## config.mk

```make
export PLATFORM = sky130hd
export DESIGN_NAME = io_pattern_bank
export DESIGN_NICKNAME = d
export VERILOG_FILES = /design/src/rtl/io_pattern_bank.sv
export SDC_FILE = /design/constraint.sdc
export NUM_CORES = 2
export LEC_CHECK = 0
export CORE_MARGIN = 2
export CORE_UTILIZATION = 48
export CTS_BUF_LIST = sky130_fd_sc_hd__clkbuf_4
export CTS_CLUSTER_SIZE = 30
export DETAILED_ROUTE_END_ITERATION = 10
export PLACE_DENSITY_LB_ADDON = 0.25
export SLEW_MARGIN = 15
export SYNTH_ARGS = -nofsm -noshare
export SYNTH_HDL_FRONTEND = slang
export SYNTH_SLANG_ARGS = --single-unit
```

## constraint.sdc

```tcl
create_clock -name clk -period 37.6 [get_ports clk]
set_input_delay 7.52 -clock clk [delete_from_list [all_inputs] [get_ports clk]]
set_output_delay 7.52 -clock clk [all_outputs]
set_load 0.01 [all_outputs]
```

## src/rtl/io_pattern_bank.sv

```systemverilog
// rtl/io_pattern_bank.sv - configurable header-pin driver: static, divider, PWM and one-shot channels
// Also owns the shared free-running 32-bit tick counter.
module io_pattern_bank #(
    parameter int NCH   = 14,
    parameter int PWM_W = 8
) (
    input  logic            clk,
    input  logic            rst,
    input  logic            cfg_wr,
    input  logic [7:0]      cfg_sel,
    input  logic [31:0]     cfg_data,
    output logic [NCH-1:0]  pins,
    output logic [NCH-1:0]  pulse_active,
    output logic [31:0]     tick_cnt
);

    localparam logic [1:0] MODE_STATIC  = 2'd0;
    localparam logic [1:0] MODE_DIV     = 2'd1;
    localparam logic [1:0] MODE_PWM     = 2'd2;
    localparam logic [1:0] MODE_ONESHOT = 2'd3;

    logic [31:0]      cnt_prev;
    logic [31:0]      tick;
    logic [31:0]      cfg   [NCH];
    logic [PWM_W-1:0] phase [NCH];
    logic [15:0]      plen  [NCH];
    logic [NCH-1:0]   hit;
    logic [NCH-1:0]   ch_tick;
    logic [NCH-1:0]   raw;

    // One-cycle strobe on every rising edge of each counter bit.
    assign tick = tick_cnt & ~cnt_prev;

    always_comb begin
        hit     = '0;
        ch_tick = '0;
        raw     = '0;
        for (int i = 0; i < NCH; i++) begin
            hit[i]     = cfg_wr && (cfg_sel == 8'(i));
            ch_tick[i] = tick[cfg[i][7:3]];
            case (cfg[i][1:0])
                MODE_STATIC:  raw[i] = cfg[i][8];
                MODE_DIV:     raw[i] = tick_cnt[cfg[i][7:3]];
                MODE_PWM:     raw[i] = (phase[i] < cfg[i][8 +: PWM_W]);
                default:      raw[i] = pulse_active[i];
            endcase
        end
    end

    always_ff @(posedge clk or posedge rst) begin
        if (rst) begin
            tick_cnt     <= '0;
            cnt_prev     <= '0;
            pins         <= '0;
            pulse_active <= '0;
            for (int i = 0; i < NCH; i++) begin
                cfg[i]   <= '0;
                phase[i] <= '0;
                plen[i]  <= '0;
            end
        end else begin
            tick_cnt <= tick_cnt + 32'd1;
            cnt_prev <= tick_cnt;
            for (int i = 0; i < NCH; i++) begin
                pins[i] <= raw[i] ^ cfg[i][2];
                // A write replaces all channel state and swallows a coincident tick.
                if (hit[i]) begin
                    cfg[i]   <= cfg_data;
                    phase[i] <= '0;
                    if (cfg_data[1:0] == MODE_ONESHOT) begin
                        plen[i]         <= cfg_data[31:16];
                        pulse_active[i] <= |cfg_data[31:16];
                    end else begin
                        plen[i]         <= '0;
                        pulse_active[i] <= 1'b0;
                    end
                end else if (ch_tick[i]) begin
                    if (cfg[i][1:0] == MODE_PWM)
                        phase[i] <= phase[i] + PWM_W'(1);
                    if (cfg[i][1:0] == MODE_ONESHOT && pulse_active[i]) begin
                        plen[i] <= plen[i] - 16'd1;
                        if (plen[i] == 16'd1)
                            pulse_active[i] <= 1'b0;
                    end
                end
            end
        end
    end

endmodule

```

# After elaboration in Yosys (flattened, before gate mapping)
# Index checks and enable logic that the tools add are counted.
dict set report word_totals {
  elab_cells 556
  out_inout_bits 60
  in_bits 43
  ff_bits 652
}
dict set report op_classes {
  add_sub_neg 29
  reduce_logical 142
  n_mux 212
  n_eq_ne 70
  bitwise 16
  magnitude_cmp 28
}
# operator n
set ops {}
lappend ops {{16-bit 2-to-1 mux} 43}
lappend ops {{8-bit 2-to-1 mux} 42}
lappend ops {{16-bit by 1-bit == test with 1-bit output (second input constant)} 14}
lappend ops {{16-bit by 1-bit subtractor with 16-bit output (second input constant)} 14}
lappend ops {{1-bit binary-select mux with 5-bit select} 28}
lappend ops {{8-bit by 1-bit adder with 8-bit output (second input constant)} 14}
lappend ops {{8-bit less-than comparator} 14}
lappend ops {{2-bit nonzero test} 56}
lappend ops {{1-bit 2-to-1 mux} 85}
lappend ops {{5-bit by 6-bit less-than comparator with 1-bit output (second input constant)} 14}
lappend ops {{2-bit == test (second input constant)} 29}
lappend ops {{2-bit AND reduction} 28}
lappend ops {{8-bit by 4-bit == test with 1-bit output (second input constant)} 6}
lappend ops {{1-bit case mux with 3 select lines} 14}
lappend ops {{3-bit AND reduction} 14}
lappend ops {{32-bit by 1-bit adder with 32-bit output (second input constant)} 1}
lappend ops {{32-bit AND} 1}
lappend ops {{8-bit by 3-bit == test with 1-bit output (second input constant)} 4}
lappend ops {{32-bit inverter} 1}
lappend ops {{2-bit by 1-bit == test with 1-bit output (second input constant)} 14}
lappend ops {{1-bit logical AND} 28}
lappend ops {{2-bit zero test} 14}
lappend ops {{8-bit by 2-bit == test with 1-bit output (second input constant)} 2}
lappend ops {{16-bit OR reduction} 1}
lappend ops {{other kinds (3)} 16}

# Longest topological paths before layout
dict set report depth {
  depth_word 6
  ltp_mapped 11
  mapped_depth_nobuf 9
}

# Worst setup path after synthesis
# Ideal clock, no wire load.
dict set report synth_timing {
  path_kind {input to register}
  start {input cfg_sel[7]}
  end {register phase[10] (netlist name)}
  setup_slack_ns 28.077
  path_buffers 3
  required_time_ns 37.468
  arrival_ns 9.391
  stages 7
  setup_time_ns 0.132
  cell_sequence {or4_1 > or3_1 > clkbuf_1 > nor2_1 > clkbuf_1 > clkbuf_1 > nor2_1}
}
dict set report synth_between {
  elab_chain_len 4
  elab_cells_between_ends 6
}
# item line_no
set synth_lines {}
lappend synth_lines {{from (decl)} 10} ;# input logic [7:0] cfg_sel,
lappend synth_lines {{8-bit by 4-bit == test with 1-bit output *} 39} ;# hit[i] = cfg_wr && (cfg_sel == 8'(i));
lappend synth_lines {{1-bit logical AND *} 39}
lappend synth_lines {{2-bit nonzero test (no source line)} --}
lappend synth_lines {{2-bit AND reduction (no source line)} --}
lappend synth_lines {{to (signal, indexed assignment)} 79} ;# phase[i] <= phase[i] + PWM_W'(1);
lappend synth_lines {{to (decl)} 25} ;# logic [PWM_W-1:0] phase [NCH];
# Mark *: on every way between the ends. The rest lies on a longest branch, timed or not.
# A chain may end at the register's enable or synchronous reset.

# Worst setup path after layout
dict set report layout_timing {
  start {register tick_cnt[24]}
  end {output tick_cnt[24]}
}
# item line_no
set layout_lines {}
lappend layout_lines {{from (decl)} 14} ;# output logic [31:0] tick_cnt
lappend layout_lines {{from (signal assigned)} 62} ;# tick_cnt <= tick_cnt + 32'd1;
# No word-level cell between the ends.

==> load_flow_metrics.sql <==
INSERT INTO impl_metrics (metric_group, metric, value, unit) VALUES
('timing', 'final.setup_skew', '0.113', 'ns'),
('yosys', 'syn-instance-count', '4328', ''),
('worst_setup_path', 'critical_path_capture_point_type', 'output pin', ''),
('yosys', 'synthesis.nets', '4512', ''),
('hold_path', 'holdCritPathClass', 'reg2reg', ''),
('grt', 'grt_pass1_wl', '198000', 'µm'),
('grt', 'antenna_found_initial', '7', ''),
('yosys', 'mappedNetlistArea', '40700', 'µm²'),
('yosys', 'yosys_most_used_dff', 'dfrtp_1', ''),
('timing', 'hold-worst-slack', '0.472', 'ns'),
('timing', 'timing_worst_slew_pin_value', '1.28', 'ns'),
('drt', 'number_of_nets_with_antenna_violations_after_detailed_routing', '0', ''),
('die', 'area_of_the_die', '87200', 'µm²'),
('pwr', 'clock_power_share', '36.1', '%'),
('clock_network', 'max_buffers_root_to_sink', '3', ''),
('grt', 'globalRoute.busiestLayer', 'met2', ''),
('flow_run', 'maxCapViolCount', '0', ''),
('clock_network', 'clock_tree.root_cell', 'clkbuf_4', ''),
('pwr', 'power.net_switching', '587', 'µW'),
('yosys', 'yosysWarnings', '0', ''),
('yosys', 'synthDominantAreaCellType', 'dfrtp_1', ''),
('timing', 'totalNegativeSetupSlack', '0', 'ns'),
('placed_design', 'dp_cells', '5317', ''),
('worst_setup_path', 'crit_fanout', '21', ''),
('pwr', 'power.ir.vdd_worst', '0.0300', 'mV'),
('grt', 'grt_max_degree', '164', ''),
('worst_setup_path', 'critical-path-max-stage-delay', '0.61', 'ns'),
('drt', 'vias', '34300', ''),
('drt', 'detail_route.first_pass.iterations', '6', ''),
('clock_network', 'tritoncts.num_buffers', '183', ''),
('timing', 'slew_viol_final', '0', ''),
('die', 'initial_utilization', '48.6', '%'),
('placed_design', 'port_buffers', '102', ''),
('layout', 'mostFrequentLayoutCell', 'nand2_1', ''),
('drt', 'route.detailed.drc', '0', ''),
('clock_network', 'path_clk_slew', '0.07', 'ns'),
('layout', 'n_fill_cell', '7586', ''),
('grt', 'grt_use_met3', '7.74', '%'),
('clock_network', 'postCtsResizedCells', '0', ''),
('pwr', 'power.internal', '1280', 'µW'),
('yosys', 'syn-mean-instance-area', '9.41', 'µm²'),
('placed_design', 'final_wtd_congestion', '1.00', ''),
('status', 'outcome', 'finished, final reports clean', ''),
('die', 'die_w', '295', 'µm'),
('worst_setup_path', 'worstPathArrival', '2.42', 'ns'),
('grt', 'grt_util_met1', '38.9', '%'),
('drt', 'routed_wire_length_per_instance', '22.9', 'µm'),
('yosys', 'number_of_distinct_library_cell_variants_in_the_gate_level_netlist_after_synthesis', '85', ''),
('die', 'total_i_o_pin_count', '103', ''),
('timing', 'slew-limit-headroom', '14.2', '%'),
('drt', 'total_routed_length', '129000', 'µm'),
('pwr', 'power.combinational.fraction', '17.1', '%'),
('grt', 'grt_util_met2', '46.4', '%'),
('timing', 'max_clock_freq', '0.101', 'GHz'),
('yosys', 'fraction_of_synthesized_cell_area_taken_by_the_top_area_cell_type', '40.0', '%'),
('yosys', 'synth-edff-count', '0', ''),
('layout', 'final_nets', '4552', ''),
('yosys', 'synthTopCellsByArea', 'dfrtp_1, mux4_2, nand2_1, ha_1, xnor2_1', ''),
('clock_network', 'cts.htree.levels', '4', ''),
('timing', 'period_needed', '9.94', 'ns'),
('worst_setup_path', 'critPathRequiredTime', '30.08', 'ns'),
('die', 'die_y', '295', 'µm'),
('worst_setup_path', 'crit_chain', 'buf_4 -> clkdlybuf4s50_1', ''),
('timing', 'final-hold-violation-count', '0', ''),
('clock_network', 'postCtsHoldBufs', '0', ''),
('layout', 'instances_no_fill', '5648', ''),
('clock_network', 'insertion_delay', '1.15', 'ns'),
('die', 'std_cell_rows', '106', ''),
('layout', 'final_cell_area', '45100', 'µm²'),
('yosys', 'ys_ff_latch', '652', ''),
('clock_network', 'cts_tree', 'done', '');
stage by stage:
step           worst slack (ns)  total power, µW
2_1_floorplan             11.81             1110
3_3_place_gp              26.43             1190
3_5_place_dp              26.43             1210
4_1_cts                   27.59             1890
5_1_grt                   27.21             1980
6_report                  27.66             1870
power by group through the flow:
stage                     clock [µW]  sequential [µW]  combinational, µW
after floorplan                    0              852                255
after global placement             0              885                310
after detailed placement           0              886                320
after CTS                        692              875                322
after global routing             729              889                365
final                            676              876                320
Yosys cell counts (6+ instances only):
cell type    n
nand2_1    695
dfrtp_1    652
nor2_1     353
clkbuf_1   302
o21ai_0    290
mux4_2     214
xnor2_1    179
inv_1      167
a21oi_1    165
ha_1       141
nand3_1    137
xor2_1     132
nor4_1      81
nand2b_1    68
nand4_1     67
nor3_1      66
or3_1       57
mux2i_1     56
nor2b_1     48
and3_1      40
nor3b_1     32
or4_1       30
a21o_1      28
nand3b_1    24
a31oi_1     19
nand4b_1    19
o22ai_1     19
buf_1       18
o211ai_1    17
nor4b_1     16
a211oi_1    15
o2111ai_1   13
a2111oi_0   12
o311ai_0    12
o31ai_1     10
and2_1       9
or2_2        9
mux2_2       8
a22oi_1      7
buf_2        7
a2bb2oi_1    6
worst max-delay path, delay by kind of cell (launching register included):
family | cells | cell delay [ns]
flops | 1 | 0.32
buf+inv | 2 | 0.95
layout make-up:
class | instances | area, µm² | share of cell area (%)
clock inverters | 43 | 260 | 0.578
well taps | 1134 | 1420 | 3.15
inverters | 168 | 638 | 1.42
multi-input cells | 3177 | 22600 | 50.2
diodes | 7 | 17.5 | 0.0389
repair buffers | 186 | 1660 | 3.69
flip-flops and latches | 652 | 16300 | 36.2
clock buffers | 281 | 2110 | 4.68
kinds of logic (layout without fill, tap and decap cells):
family | count (synthesis) | after routing | synth area share, %
compound gates | 668 | 668 | 9.88
xor+xnor | 311 | 311 | 6.68
fa+ha+maj | 141 | 141 | 4.33
buf+inv | 499 | 678 | 4.66
flops | 652 | 652 | 40.0
mux | 278 | 278 | 13.4
other cells | 0 | 7 | 0
simple gates | 1779 | 1779 | 21.0
registers in the layout, indices dropped and copies added (netlist names):
name and count:
pulse_active 14, plen 224, phase 112, cfg 224
tick_cnt 32, cnt_prev 32, pins 14
metal layers:
metal	vias up	part of all wire, %
met5	-	0.026
met4	4	5.5
met3	515	9.9
met2	1720	45
met1	16600	39
li1	15500	-
worst paths after layout:
kind	start	endpoint	slack [ns]	depth (start not counted)
setup / recovery	tick_cnt[24]$_DFF_PP0_	tick_cnt[24]	27.66	2
hold / removal	cfg[226]$_DFFE_PP0P_	pins[6]$_DFF_PP0_	0.47	1
setup reg to reg	tick_cnt[5]$_DFF_PP0_	phase[69]$_DFFE_PP0P_	33.10	9
hold reg to reg	cfg[226]$_DFFE_PP0P_	pins[6]$_DFF_PP0_	0.47	1
max in group asynchronous	rst	plen[177]$_DFFE_PP0P_	27.76	5
min in group asynchronous	rst	phase[25]$_DFFE_PP0P_	6.98	2
(Power assumes the default switching activity.)
